[src/rtl/mem_arbiter.sv]
// mem_arbiter: round-robin arbiter of an instruction-fetch port and a data port onto one
// registered memory port. Define MEM_ARBITER_TIMEOUT_EN to add a per-transaction wait timeout.
module mem_arbiter #(
  parameter int unsigned TIMEOUT = 16
) (
  input  logic        i_Clock,
  input  logic        i_Reset,
  input  logic        i_IReq,
  input  logic [31:0] i_IAddr,
  output logic        o_IAck,
  output logic [31:0] o_IRdData,
  input  logic        i_DReq,
  input  logic        i_DWrEnable,
  input  logic [31:0] i_DAddr,
  input  logic [31:0] i_DWrData,
  output logic        o_DAck,
  output logic [31:0] o_DRdData,
  output logic        o_MemReq,
  output logic        o_MemWrEnable,
  output logic [31:0] o_MemAddr,
  output logic [31:0] o_MemWrData,
  input  logic [31:0] i_MemRdData,
  input  logic        i_MemReady,
  output logic        o_Busy,
  output logic        o_Error,
  output logic [1:0]  o_DbgState
);

  // Handshake: a requester holds its req (and stable address/data) until its ack pulse;
  // the memory holds o_MemReq/address/data until it returns i_MemReady=1 for one sampled cycle.
  typedef enum logic [1:0] {
    ST_IDLE = 2'd0,
    ST_IBUS = 2'd1,
    ST_DBUS = 2'd2
  } state_t;

  state_t      state_q;
  logic        last_data_q;
  logic        i_cand;
  logic        d_cand;
  logic        grant_d;
  logic        grant_i;
  logic        timeout_hit;
  logic        xfer_done;
  logic [31:0] rd_word;

  // The port being acked this cycle still shows its request; it must not be re-granted.
  assign i_cand  = i_IReq & ~o_IAck;
  assign d_cand  = i_DReq & ~o_DAck;
  assign grant_d = d_cand & (~i_cand | ~last_data_q);
  assign grant_i = i_cand & ~grant_d;

  assign xfer_done  = i_MemReady | timeout_hit;
  assign rd_word    = i_MemReady ? i_MemRdData : 32'h0;
  assign o_Busy     = (state_q != ST_IDLE);
  assign o_DbgState = state_q;

`ifdef MEM_ARBITER_TIMEOUT_EN
  logic [7:0] wait_cnt_q;
  logic       error_q;
  assign timeout_hit = (wait_cnt_q == 8'(TIMEOUT));
  assign o_Error     = error_q;
`else
  logic [7:0] unused_timeout;
  assign unused_timeout = 8'(TIMEOUT);
  assign timeout_hit    = 1'b0;
  assign o_Error        = 1'b0;
`endif

  always_ff @(posedge i_Clock or negedge i_Reset) begin
    if (!i_Reset) begin
      state_q       <= ST_IDLE;
      last_data_q   <= 1'b0;
      o_MemReq      <= 1'b0;
      o_MemWrEnable <= 1'b0;
      o_MemAddr     <= 32'h0;
      o_MemWrData   <= 32'h0;
      o_IAck        <= 1'b0;
      o_DAck        <= 1'b0;
      o_IRdData     <= 32'h0;
      o_DRdData     <= 32'h0;
`ifdef MEM_ARBITER_TIMEOUT_EN
      wait_cnt_q    <= 8'h0;
      error_q       <= 1'b0;
`endif
    end else begin
      o_IAck <= 1'b0;
      o_DAck <= 1'b0;
`ifdef MEM_ARBITER_TIMEOUT_EN
      error_q <= 1'b0;
`endif
      case (state_q)
        ST_IDLE: begin
`ifdef MEM_ARBITER_TIMEOUT_EN
          wait_cnt_q <= 8'h0;
`endif
          if (grant_d) begin
            state_q       <= ST_DBUS;
            last_data_q   <= 1'b1;
            o_MemReq      <= 1'b1;
            o_MemWrEnable <= i_DWrEnable;
            o_MemAddr     <= i_DAddr;
            o_MemWrData   <= i_DWrData;
          end else if (grant_i) begin
            state_q       <= ST_IBUS;
            last_data_q   <= 1'b0;
            o_MemReq      <= 1'b1;
            o_MemWrEnable <= 1'b0;
            o_MemAddr     <= i_IAddr;
          end
        end
        ST_IBUS, ST_DBUS: begin
          if (xfer_done) begin
            state_q       <= ST_IDLE;
            o_MemReq      <= 1'b0;
            o_MemWrEnable <= 1'b0;
            if (state_q == ST_IBUS) begin
              o_IAck    <= 1'b1;
              o_IRdData <= rd_word;
            end else begin
              o_DAck <= 1'b1;
              if (!o_MemWrEnable) begin
                o_DRdData <= rd_word;
              end
            end
`ifdef MEM_ARBITER_TIMEOUT_EN
            error_q <= ~i_MemReady;
`endif
          end
`ifdef MEM_ARBITER_TIMEOUT_EN
          else begin
            wait_cnt_q <= wait_cnt_q + 8'd1;
          end
`endif
        end
        default: state_q <= ST_IDLE;
      endcase
    end
  end

endmodule

[config.mk]
export PLATFORM = sky130hd
export DESIGN_NAME = mem_arbiter
export DESIGN_NICKNAME = d
export VERILOG_FILES = /design/src/rtl/mem_arbiter.sv
export SDC_FILE = /design/constraint.sdc
export NUM_CORES = 1
export LEC_CHECK = 0
export CAP_MARGIN = 20
export CORE_ASPECT_RATIO = 0.9
export CORE_MARGIN = 2
export CORE_UTILIZATION = 40
export CTS_CLUSTER_DIAMETER = 30
export DETAILED_ROUTE_END_ITERATION = 8
export PLACE_DENSITY = 0.82
export SLEW_MARGIN = 20
export SYNTH_ARGS = -nofsm -noshare
export SYNTH_HDL_FRONTEND = slang
export SYNTH_SLANG_ARGS = --single-unit
[constraint.sdc]
create_clock -name i_Clock -period 2 [get_ports i_Clock]
set_input_delay 0.4 -clock i_Clock [delete_from_list [all_inputs] [get_ports i_Clock]]
set_output_delay 0.4 -clock i_Clock [all_outputs]
set_load 0.005 [all_outputs]
==> parameters.txt <==
Parameter                              Value

Critical path
  Element type at the critical path end ... output pin
  Crit. Startpoint ... o_DAck$_DFF_PN0_
  Endpoint arrival time on the critical path ... 1.53 ns
  Critical path data required time ... 1.60 ns
  Cell-by-cell trace of the critical path ... buf_6 > clkdlybuf4s50_1
  Delay contributed by the slowest stage of the critical path ... 0.54 ns
  Crit Reg-Reg Startpoint ... o_DbgState[1]$_DFFE_PN0P_
  CP Launch Type ... register
  Worst-path maximum fanout ... 34
  Slowest stage cell on the critical path ... clkdlybuf4s50_1
  Category of the critical setup timing path ... register to output pin

Die
  Die area ... 15,900 um^2
  Starting Density ... 0.408
  Die X ... 133 um
  Count of pins on the block boundary ... 270
  Core Region ... 14,600 um^2
  Die extent in y ... 120 um
  Row Count ... 42

Layout
  Footprint of the multi-input gates ... 2270 um^2
  Antenna diode instance count ... 0
  Post-layout instance area ... 9630 um^2
  Final Net Count ... 881
  Area growth syn-to-layout ... 61.7%
  Final standard cell count with taps included and fillers excluded ... 955
  Sequential cell area ... 3380 um^2
  Total of fill cells in the finished design ... 1,080
  Fraction of final layout cells with drive strength greater than 1 ... 0.177

Yosys
  Multiplexer share of the synthesized area ... 0.182
  Post-synthesis simple-gate area fraction ... 0.0643
  Post-Synthesis Net Count ... 605
  Synth Instances ... 468
  Xor-xnor portion of the synthesized cell area ... 0
  Netlist Area Pre-Place ... 5950 um^2
  Flops & latches, synth ... 135
  Share of synthesized area occupied by flip-flops and latches ... 0.567
  Synthesized area per cell ... 12.7 um^2
  Share of the synthesized area in compound gates (AO/OA/AOI/OAI) ... 0.126
  Combinational family with the most area after synthesis ... multiplexers
  Post-synth cell types ... 31
  Number of warnings reported in the yosys synthesis log ... 0
  Adder-cell area share of the yosys netlist ... 0.00630

STA
  Setup repair after global routing missed its margin ... false
  Final setup violation count ... 0
  Final hold violations ... 0
  Final-report max-slew violation count ... 0
  Final critical delay including setup and external delays ... 1.93 ns
  Max-slew headroom ... 0.664
  Final clock skew ... 0.00937 ns
  Period utilisation layout ... 0.964
  Worst Max-Slew Pin Slew ... 0.504 ns
  Maximum clock frequency ... 519 MHz

Clock network
  Clock root buffer ... clkbuf_16
  Sinks on the clock net ... 135
  Clock transition time at the flip-flop clock pins of the worst setup and hold paths ... 0.06 ns
  Clock latency of the later-clocked register in the worst-skew pair ... 0.41 ns
  Number of buffers on the longest clock path ... 2
  Number of levels the H-tree was split into ... 4
  Clock tree from TritonCTS ... done
  Num CTS Buffers ... 17

Drt
  Sum of routed wire length over all layers ... 17.8 mm
  Average routed wire per standard cell ... 18.7 um
  Post-detailed-route count of antenna-violating nets ... 0
  Violation count after the first detailed-routing iteration ... 298
  Remaining design rule violation count ... 0
  Count of TritonRoute iterations in the first routing pass ... 6
  Total number of vias ... 5,078
  Average via count per standard cell ... 5.32

Placement
  Global placer's final weighted congestion ... 0.867
  Placed cell count ... 919
  HPWL reported at the end of detailed placement ... 12.7 mm
  Number of buffers inserted by port buffering ... 268
  Placement-stage cell area ... 8990 um^2

GRT
  Total track usage ... 0.223
  Wire length of the first global-routing pass ... 27.8 mm
  Maximum number of pins on one net before global-route repair ... 52
  Grt total ovfl ... 0
  Via count of the first global-routing pass ... 5,307
  Number of antenna violations at the first check in global routing ... 0

Status
  Outcome ... completed

Power
  Worst voltage drop across the vdd grid ... 933 uV
  PD cells ... 1570 nW/um^2
  Static leakage ... 4.15 nW

Worst hold path
  Hold crit path type ... register to register
  Worst Hold Launch ... o_MemWrData[6]$_DFFE_PN0P_

Job
  Number of violations of the max-capacitance limit ... 0
-- power by group --
group          switching [W]  total, W  internal [W]
sequential          0.000783   0.00493       0.00415
combinational        0.00264   0.00699       0.00436
clock                0.00122   0.00319       0.00197
-- worst max-delay path, delay by kind of cell, from the launching register on --
| kind | cells | cell delay [ns] |
|---|---|---|
| buffers and inverters | 2 | 0.77 |
| DFF | 1 | 0.35 |
-- layout make-up --
type                            instances  share of cell area
Clock inverter                         14              0.0181
Clock buffer                           18              0.0446
Sequential cell                       135               0.351
Multi-Input combinational cell        254               0.235
Timing Repair Buffer                  298               0.310
Tap cell                              198              0.0257
Inverter                               38              0.0148
-- cells by family after synthesis --
logic type | count (synthesis)
AOI/OAI and AO/OA | 105
adders and majority gates | 3
buffers and inverters | 79
DFF | 135
muxes | 96
other | 1
and+or+nand+nor | 49
-- synth_stat cells, drive strengths merged --
cell,number,share of area
clkbuf,27,0.017
a21o,1,0.0013
a311oi,1,0.0015
nor3,2,0.0036
a221oi,32,0.047
nand2b,2,0.0021
nand4,1,0.0011
nor2,3,0.0019
ha,3,0.0063
nand2,3,0.0019
nand3,1,0.00084
nor2b,3,0.0032
dfrtp,135,0.57
inv,38,0.024
buf,14,0.013
mux2,96,0.18
a31oi,1,0.0011
o311ai,1,0.0015
a22o,1,0.0015
and3b,33,0.049
o21ai,34,0.029
nand3b,1,0.0013
conb,1,0.00063
a22oi,32,0.040
o32ai,2,0.0029
-- per-layer routing --
metal	part of all wire	vias to the layer above	wire, um	track usage
met5	0	-	0	0
met4	0.022	0	395	0.0773
met3	0.11	37	2000	0.0972
met2	0.50	305	8850	0.380
met1	0.37	2485	6580	0.251
li1	-	2251	-	-
-- per-stage QoR --
| step | setup WS [ns] | setup TNS, ns | power (W) | utilization | hold WS, ns |
|---|---|---|---|---|---|
| 3_3_place_gp | 0.000344 | 0 | 0.0116 | 0.615 | 0.375 |
| 4_1_cts | 0.0507 | 0 | 0.0152 | 0.659 | 0.487 |
| 2_1_floorplan | 0.140 | 0 | 0.00775 | - | 0.104 |
| 6_report | 0.0718 | 0 | 0.0151 | 0.659 | 0.486 |
| 5_1_grt | 0.00569 | 0 | 0.0159 | 0.659 | 0.503 |
| 3_5_place_dp | -0.0820 | -0.112 | 0.0119 | 0.615 | 0.382 |
-- cells in the final DEF (no fill, tap or decap), drive strengths merged --
cell type      synthesis  routed
dlygate4sd3            0       1
a22oi                 32      32
inv                   38      41
nor2                   3       3
clkdlybuf4s50          0     266
a31oi                  1       1
nand2                  3       3
nand3b                 1       1
and3b                 33      33
a22o                   1       1
buf                   14      30
nand2b                 2       2
dfrtp                135     135
o32ai                  2       2
a311oi                 1       1
nor2b                  3       3
a21o                   1       1
ha                     3       3
nand3                  1       1
o311ai                 1       1
mux2                  96      96
conb                   1       1
nand4                  1       1
clkinv                 0       7
clkinvlp               0       1
dlygate4sd2            0       1
clkbuf                27      18
nor3                   2       2
bufinv                 0       3
o21ai                 34      34
a221oi                32      32
-- state kept, by name, summed over array words and instances (netlist names) --
signal,flops
o_DAck,1
o_IAck,1
o_MemAddr,32
o_DbgState,2
o_DRdData,32
o_MemWrData,32
o_MemReq,1
o_IRdData,32
o_MemWrEnable,1
last_data_q,1
-- worst paths after layout --
| check | endpoint | slack [ns] | cells past startpoint |
|---|---|---|---|
| max in group asynchronous | o_DRdData[14]$_DFFE_PN0P_ | 0.91 | 3 |
| min | o_MemWrData[6]$_DFFE_PN0P_ | 0.49 | 1 |
| min in group asynchronous | o_DRdData[27]$_DFFE_PN0P_ | 0.50 | 2 |
| max | o_DAck | 0.07 | 2 |
| max reg2reg | o_MemWrData[22]$_DFFE_PN0P_ | 0.18 | 7 |
| min reg2reg | o_MemWrData[6]$_DFFE_PN0P_ | 0.49 | 1 |
-- timing repair --
item	in CTS	in global routing
endpoints found under the setup margin	2	0
endpoints found under the hold margin	47	0
buffers inserted	3	0
gates resized for setup	3	0
hold buffers	1	0
(Power assumes the default switching activity.)
